**config.mk**
```make
export PLATFORM = sky130hd
export DESIGN_NAME = dehaze_frame_seq
export DESIGN_NICKNAME = d
export VERILOG_FILES = /design/src/rtl/dehaze_frame_seq.sv
export SDC_FILE = /design/constraint.sdc
export NUM_CORES = 1
export LEC_CHECK = 0
export CAP_MARGIN = 5
export CORE_UTILIZATION = 50
export DETAILED_ROUTE_END_ITERATION = 10
export GPL_ROUTABILITY_DRIVEN = 1
export PLACE_DENSITY = 0.79
export SKIP_LAST_GASP = 1
export SLEW_MARGIN = 40
export SYNTH_ARGS = -nofsm -noshare
export SYNTH_HDL_FRONTEND = slang
export SYNTH_SLANG_ARGS = --single-unit
```
**constraint.sdc**
```tcl
create_clock -name gen_clk -period 1.9 [get_ports gen_clk]
set_input_delay 0.57 -clock gen_clk [delete_from_list [all_inputs] [get_ports gen_clk]]
set_output_delay 0.57 -clock gen_clk [all_outputs]
set_load 0.005 [all_outputs]
```
**src/rtl/dehaze_frame_seq.sv**
```systemverilog
// Dehaze frame sequencer: rasters the image BRAM once per pass, flags complete
// in-image 3x3 windows after the read latency, and handshakes with GALC between passes.
// Optional macro DEHAZE_SEQ_PASS2_EN adds a second (recovery) raster pass after GALC completes.
module dehaze_frame_seq #(
  parameter int IMG_W  = 128,
  parameter int IMG_H  = 128,
  parameter int ADDR_W = 14,
  parameter int RD_LAT = 2
) (
  input  logic              gen_clk,
  input  logic              rst,
  input  logic              start,
  input  logic              stall,
  input  logic              galc_done,
  output logic [ADDR_W-1:0] addr,
  output logic              mem_rd,
  output logic              win_valid,
  output logic              galc_rd,
  output logic              pass,
  output logic              busy,
  output logic              frame_done
);

  localparam int CW = (IMG_W > 2) ? $clog2(IMG_W) : 2;
  localparam int RW = (IMG_H > 2) ? $clog2(IMG_H) : 2;
  localparam int DW = (RD_LAT > 1) ? $clog2(RD_LAT + 1) : 1;

  localparam logic [ADDR_W-1:0] LAST_ADDR = ADDR_W'(IMG_W * IMG_H - 1);
  localparam logic [CW-1:0]     LAST_COL  = CW'(IMG_W - 1);
  localparam logic [DW-1:0]     LAST_DRN  = DW'(RD_LAT - 1);

  localparam logic [2:0] S_IDLE   = 3'd0;
  localparam logic [2:0] S_STREAM = 3'd1;
  localparam logic [2:0] S_DRAIN  = 3'd2;
  localparam logic [2:0] S_WAIT   = 3'd3;
  localparam logic [2:0] S_DONE   = 3'd4;

  logic [2:0]    state;
  logic [RW-1:0] row;
  logic [CW-1:0] col;
  logic [DW-1:0] drain_cnt;

  // Read-side pipeline: mirrors the BRAM latency so row/col line up with the data.
  logic [RD_LAT-1:0] vld_pipe;
  logic [RW-1:0]     row_pipe [RD_LAT];
  logic [CW-1:0]     col_pipe [RD_LAT];

  // Sequencer: state, raster position and pass flag.
  always_ff @(posedge gen_clk) begin
    if (rst) begin
      state     <= S_IDLE;
      addr      <= '0;
      row       <= '0;
      col       <= '0;
      pass      <= 1'b0;
      drain_cnt <= '0;
    end else begin
      case (state)
        S_IDLE: begin
          if (start) begin
            state <= S_STREAM;
            addr  <= '0;
            row   <= '0;
            col   <= '0;
            pass  <= 1'b0;
          end
        end
        S_STREAM: begin
          // A stalled cycle issues no read, so holding position loses nothing.
          if (!stall) begin
            if (addr == LAST_ADDR) begin
              state     <= S_DRAIN;
              drain_cnt <= '0;
            end else begin
              addr <= addr + ADDR_W'(1);
              if (col == LAST_COL) begin
                col <= '0;
                row <= row + RW'(1);
              end else begin
                col <= col + CW'(1);
              end
            end
          end
        end
        S_DRAIN: begin
          // Let the last RD_LAT reads emerge from the BRAM before moving on.
          if (drain_cnt == LAST_DRN) begin
            state <= pass ? S_DONE : S_WAIT;
          end else begin
            drain_cnt <= drain_cnt + DW'(1);
          end
        end
        S_WAIT: begin
          if (galc_done) begin
`ifdef DEHAZE_SEQ_PASS2_EN
            state <= S_STREAM;
            pass  <= 1'b1;
            addr  <= '0;
            row   <= '0;
            col   <= '0;
`else
            state <= S_DONE;
`endif
          end
        end
        S_DONE: begin
          state <= S_IDLE;
          pass  <= 1'b0;
          addr  <= '0;
        end
        default: begin
          state <= S_IDLE;
          pass  <= 1'b0;
        end
      endcase
    end
  end

  // Delay line for read-valid and raster position; reset drops in-flight pixels.
  always_ff @(posedge gen_clk) begin
    if (rst) begin
      vld_pipe <= '0;
      for (int i = 0; i < RD_LAT; i++) begin
        row_pipe[i] <= '0;
        col_pipe[i] <= '0;
      end
    end else begin
      vld_pipe[0] <= mem_rd;
      row_pipe[0] <= row;
      col_pipe[0] <= col;
      for (int i = 1; i < RD_LAT; i++) begin
        vld_pipe[i] <= vld_pipe[i-1];
        row_pipe[i] <= row_pipe[i-1];
        col_pipe[i] <= col_pipe[i-1];
      end
    end
  end

  // A window is whole once its bottom-right pixel (row>=2, col>=2) arrives.
  assign win_valid  = vld_pipe[RD_LAT-1] &&
                      (row_pipe[RD_LAT-1] >= RW'(2)) &&
                      (col_pipe[RD_LAT-1] >= CW'(2));
  assign mem_rd     = (state == S_STREAM) && !stall;
  assign galc_rd    = !pass && (win_valid || (state == S_WAIT));
  assign busy       = (state != S_IDLE);
  assign frame_done = (state == S_DONE);

endmodule
```
# [Yosys cells after proc, flatten, opt, wreduce, memory -nomap -nowiden]
# Memories as Yosys holds them, arrays and structs flattened.
# Cells that the tools add are included.
# Widths: inputs -> output; s select.
[op_classes] n_addsub=4 n_eq_ne=15 n_lt_le_gt_ge=2 muxes=33 n_bitwise=5 n_reduce_logical=19
[op_table] cell="$mux 7" count=11
[op_table] cell="$mux 14" count=3
[op_table] cell="$pmux 14 s3" count=1
[op_table] cell="$pmux 7 s2" count=2
[op_table] cell="$mux 3" count=6
[op_table] cell="$ne 2x2->1 const B" count=8
[op_table] cell="$add 14x1->14 const B" count=1
[op_table] cell="$add 7x1->7 const B" count=2
[op_table] cell="$eq 14x14->1 const B" count=1
[op_table] cell="$ge 7x2->1 const B" count=2
[op_table] cell="$pmux 3 s4" count=1
[op_table] cell="$reduce_and 4->1" count=3
[op_table] cell="$reduce_and 5->1" count=2
[op_table] cell="$eq 7x7->1 const B" count=1
[op_table] cell="$eq 3x2->1 const B" count=2
[op_table] cell="$mux 2" count=3
[op_table] cell="$reduce_bool 3->1" count=2
[op_table] cell="$logic_and 1x1->1" count=4
[op_table] cell="$mux 1" count=4
[op_table] cell="$or 1x1->1" count=4
[op_table] cell="$pmux 2 s2" count=1
[op_table] cell="$reduce_bool 2->1" count=2
[op_table] cell="$eq 3x1->1 const B" count=1
[op_table] cell="$eq 3x3->1 const B" count=1
[op_table] cell="other kinds (9)" count=10
[totals] output_inout_bits=20 memories=2 input_bits=5 mem_bits_rw=28 word_cells=87 reg_bits=36
[mem_list] memory="col_pipe" words=2 word_bits=7 rd=2 rd_clocked_by_memory_dff=0 wr=2 line="46" rtl="logic [CW-1:0] col_pipe [RD_LAT];"
[mem_list] memory="row_pipe" words=2 word_bits=7 rd=2 rd_clocked_by_memory_dff=0 wr=2 line="45" rtl="logic [RW-1:0] row_pipe [RD_LAT];"

# [Depth between registers and ports, before layout]
[logic_depth] word_depth=5 mapped_depth=6 mapped_depth_nobuf=6

# [Worst setup path after synthesis]
# No wires, ideal clock.
[synth_path] path_type="reg2reg" from="register addr[0]" to="register addr[11]" path_slack_ns=-0.056 stages_incl_launch_ff=7 n_path_buf=0 required_time_ns=1.813 setup_time_ns=0.087 arrival_ns=1.869 period_less_slack_ns=1.956 cell_sequence="dfxtp_1 -> ha_1 -> nand4_1 -> or4_4 -> a211oi_4 -> o21ai_1 -> o31ai_1"
[synth_via] elab_chain_len=4 elab_cells_between_ends=7 classes_between="add/sub (1); eq/ne (2); mux (3); reduce/logical (1)"
[synth_lines] element="from (decl)" line="15" rtl="output logic [ADDR_W-1:0] addr,"
[synth_lines] element="from (signal assigned)" line="75" rtl="addr <= addr + ADDR_W'(1);"
[synth_lines] element="$add 14x1->14" line="75"
[synth_lines] element="$mux 14" line="71" rtl="if (addr == LAST_ADDR) begin"
[synth_lines] element="$mux 14" line="70" rtl="if (!stall) begin"
[synth_lines] element="$pmux 14 s3" line="58" rtl="case (state)"
# Parallel ways exist; a longest one is shown, timed or not. The select of a mux whose other input is x is not followed.
# A chain may end at the register's enable or synchronous reset.

==> summary.md <==
| Metric | Value |
|---|---|
| Status | finished with violations |
| Failing checks | setup timing |
| Ant. Diodes | 0 |
| Remaining Overflow, GRT | 0 |
| H-tree Lvls | 3 |
| Minimum clock period | ~2.4 ns |
| Via count of the first global-routing pass | 2204 |
| Critical Path AT | approximately 1.8 ns |
| Synthesized area per cell | ~9 um2 |
| Area contributors post-synth | dfxtp_1, nor2b_1, nand2_1 |
| Leak Pwr | 1.662 nW |
| Root buffer cell | clkbuf_8 |
| CTS tree | yes |
| Max Clk Rate | ~420 MHz |
| Io pins | 25 |
| Sequential fraction of the synthesis area | approximately 47% |
| Fillers | between 300 and 400 |
| Primary FF master, synth | dfxtp_1 |
| Die Area | 5307 um2 |
| WL per Instance | 15.67 um |
| Multi-input combinational cell area | ~1300 um2 |
| Switch Pwr | just under 0.0006 W |
| RR Startpoint | addr[1] |
| Clk buf depth | 2 |
| Crit-path max FO | 2 |
| Unique masters post-synth | 55 |
| Initial drt markers | 210 |
| Switching share of power | between 20% and 30% |
| First-pass DRT Iterations | 5 |
| GRT Util Overall | 26.29% |
| Register Area | around 1200 um2 |
| Ys Warns | 0 |
| Crit share post-route | 126.5% |
| Flop pwr share | a little under half |
| Pwr dens | roughly 760 nW/um2 |
| CP Cell Sequence | or4_1 > o311a_1 > a31o_2 > buf_6 |
| Final Hold Vio Count | 0 |
| Final worst slack | -0.5044 ns |
| Initial antenna violation count | 0 |
| Asr flop ratio synth | 0% |
| Floorplan core area | roughly 4800 um2 |
| DRC Markers | 0 |
| RSZ-0062 raised after global routing | true |
| Final slew viol count | 0 |
| Post-Synthesis Cells | 280 |
| Post-synth EDFFs | 0 |
| First-pass GRT wire length | approximately 10000 um |
| Top cell type by total area after synthesis | dfxtp_1 |
| CP Data Required Time | 1.33 ns |
| Most common cell in the netlist | dfxtp_1 |
| Reg clk slew, reported paths | 0.07 ns |
| Startpoint type of the worst setup path | flop |
| Clk sink count | 59 |
| Die Y-Extent | ~73 um |
| I/O Buffers | 23 |
| Nets | approximately 380 |
| Setup-failing EPs final | 18 |
| Gpl congestion | just over 1 |
| Final wirelength | around 7000 um |
| Critical Path Sink | galc_rd |
| Post-synth top cells | dfxtp_1, nor2b_1, nand2_1 |
| CP Launch Point | row_pipe[0][13] |
| MaxCap Viol Count | 0 |
| FF+latch count, synth | between 50 and 60 |
| Critical path's largest stage delay | about 0.51 ns |
| Skew-Pair Late Insertion Delay | 0.34 ns |
| Cell area after synthesis | approximately 2500 um2 |
| CP max stage cell | or4_1 |
| Die width | about 73 um |
| Comb pwr share | under 10% |
| Syn nets | ~290 |
| CP Class | reg -> out |
| Fin Hold WS | roughly 0.43 ns |
| Worst vdd ir | around 400 uV |
| Via/cell ratio | between 5 and 6 |
| Total power | about 0.0027 W |
| Starting Density | 52.44% |
| Share of cells above drive strength 1 | between 30% and 40% |
| Reg2reg path depth | 8 |
| Clk pwr share | a little under half |
| Routed Antenna Nets | 0 |
| Cts bufs inserted | 9 |
| Largest net degree at the start of global routing | 25 |
| HP Class | reg -> reg |
| Crit Reg-Reg Endpoint | row[1] |
| Syn-to-layout area delta | 41.87% |
| Post-synth top area share | ~47% |
| Reg2Reg Setup Slack | -0.12 ns |
| Internal | between 0.002 and 0.0025 W |
| HPWL Detailed | between 4000 and 5000 um |
| Num rows | 25 |
| Vias | about 2400 |
| Post-route setup TNS | -1.479 ns |
| CP endpoint kind | primary output |
| Layout Skew | 0.01153 ns |
## per-stage QoR
stage          util, %  instance area (um2)  worst slack (ns)  cells
2_1_floorplan        -                 2514          0.007242    280
3_3_place_gp     65.49                 3134           -0.5260    407
3_5_place_dp     65.49                 3134           -0.5424    407
4_1_cts          71.24                 3410           -0.5684    429
5_1_grt          74.41                 3561           -0.5525    438
6_report         74.41                 3561           -0.5044    438
## registers in the layout (all words and copies together) (netlist names)
signal	cells
addr	14
col_pipe	12
row_pipe	12
col	7
row	7
state	3
drain_cnt	2
vld_pipe	2
## area by class of cell
| type | count | share of cell area (%) |
|---|---|---|
| multi-input combinational | 205 | 36.47 |
| sequential | 59 | 33.84 |
| timing repair buffer | 84 | 20.41 |
| clock buffer | 12 | 4.076 |
| tap | 67 | 2.354 |
| clock inverter | 4 | 2.073 |
| inverter | 7 | 0.7730 |
## placed cells by master, fill, tap and decap left out, types with 2 or more instances in the layout
cell / instances
bufinv_16: 2
o21ai_0: 8
and3_1: 4
nor4_1: 5
a31oi_1: 3
a21oi_1: 8
nor2b_1: 28
buf_4: 55
a311oi_1: 2
nand3_1: 16
nand4_2: 2
nand3b_1: 2
dfxtp_1: 44
o31a_1: 2
a21o_1: 3
clkbuf_8: 10
buf_6: 7
nand4_1: 6
clkbuf_1: 2
nor3_1: 13
inv_1: 6
dfxtp_2: 13
a311oi_2: 2
nand2_1: 25
o21ai_1: 9
nand2b_1: 5
and2_1: 2
a31o_2: 2
dlymetal6s2s_1: 10
clkinv_2: 2
ha_1: 3
dlygate4sd2_1: 5
nor2_1: 18
o31ai_1: 5
clkdlybuf4s50_1: 5
a22o_1: 2
dfxtp_4: 2
## metal layers
| layer | routed length [um] | vias to the layer above | global-route usage [%] |
|---|---|---|---|
| met3 | 499 | 25 | 6.354 |
| li1 | - | 1194 | - |
| met2 | 3394 | 104 | 42.06 |
| met4 | 173 | 0 | 11.76 |
| met5 | 0 | - | 0 |
| met1 | 2794 | 1115 | 33.68 |
## cells by family (layout without fill, tap and decap cells)
kind of cell    count (synthesis)  after routing  synth area share (%)
fa+ha+maj                       4              4                 1.994
flops                          59             59                 47.06
other cells                     1              1                0.1494
compound gates                 61             61                 17.60
mux                             2              2                0.8474
simple gates                  137            137                 29.76
buf+inv                        16            107                 2.592
## power by group through the flow
stage               registers, W  logic [W]  clock network [W]
floorplan                0.00128  0.0000802                  0
global route             0.00125   0.000203            0.00134
global placement         0.00128   0.000158                  0
detailed placement       0.00128   0.000160                  0
finish                   0.00125   0.000188            0.00127
CTS                      0.00125   0.000170            0.00127
## worst min path at each step
stage / startpoint / to / slack (ns) / cells after the start
2_1_floorplan: row[6] / row[6] / 0.41 / 1
3_3_place_gp: col_pipe[0][6] / col_pipe[0][13] / 0.42 / 1
3_5_place_dp: row_pipe[0][1] / row_pipe[0][8] / 0.43 / 1
4_1_cts: col_pipe[0][1] / col_pipe[0][8] / 0.44 / 1
5_1_grt: col_pipe[0][2] / col_pipe[0][9] / 0.45 / 1
6_report: col_pipe[0][1] / col_pipe[0][8] / 0.43 / 1
## worst max-delay path: cells and delay by family, from the launching register on
family                 cells  cell delay, ns
DFF                        1            0.29
AOI/OAI and AO/OA          2            0.58
and+or+nand+nor            1            0.51
buffers and inverters      1            0.11
## what timing repair did
item,CTS,global route
resized for setup,26,35
hold buffers,0,0
buffers inserted,6,9
endpoints found under the setup margin,17,22
pin swaps,5,14
(Power assumes the default switching activity.)
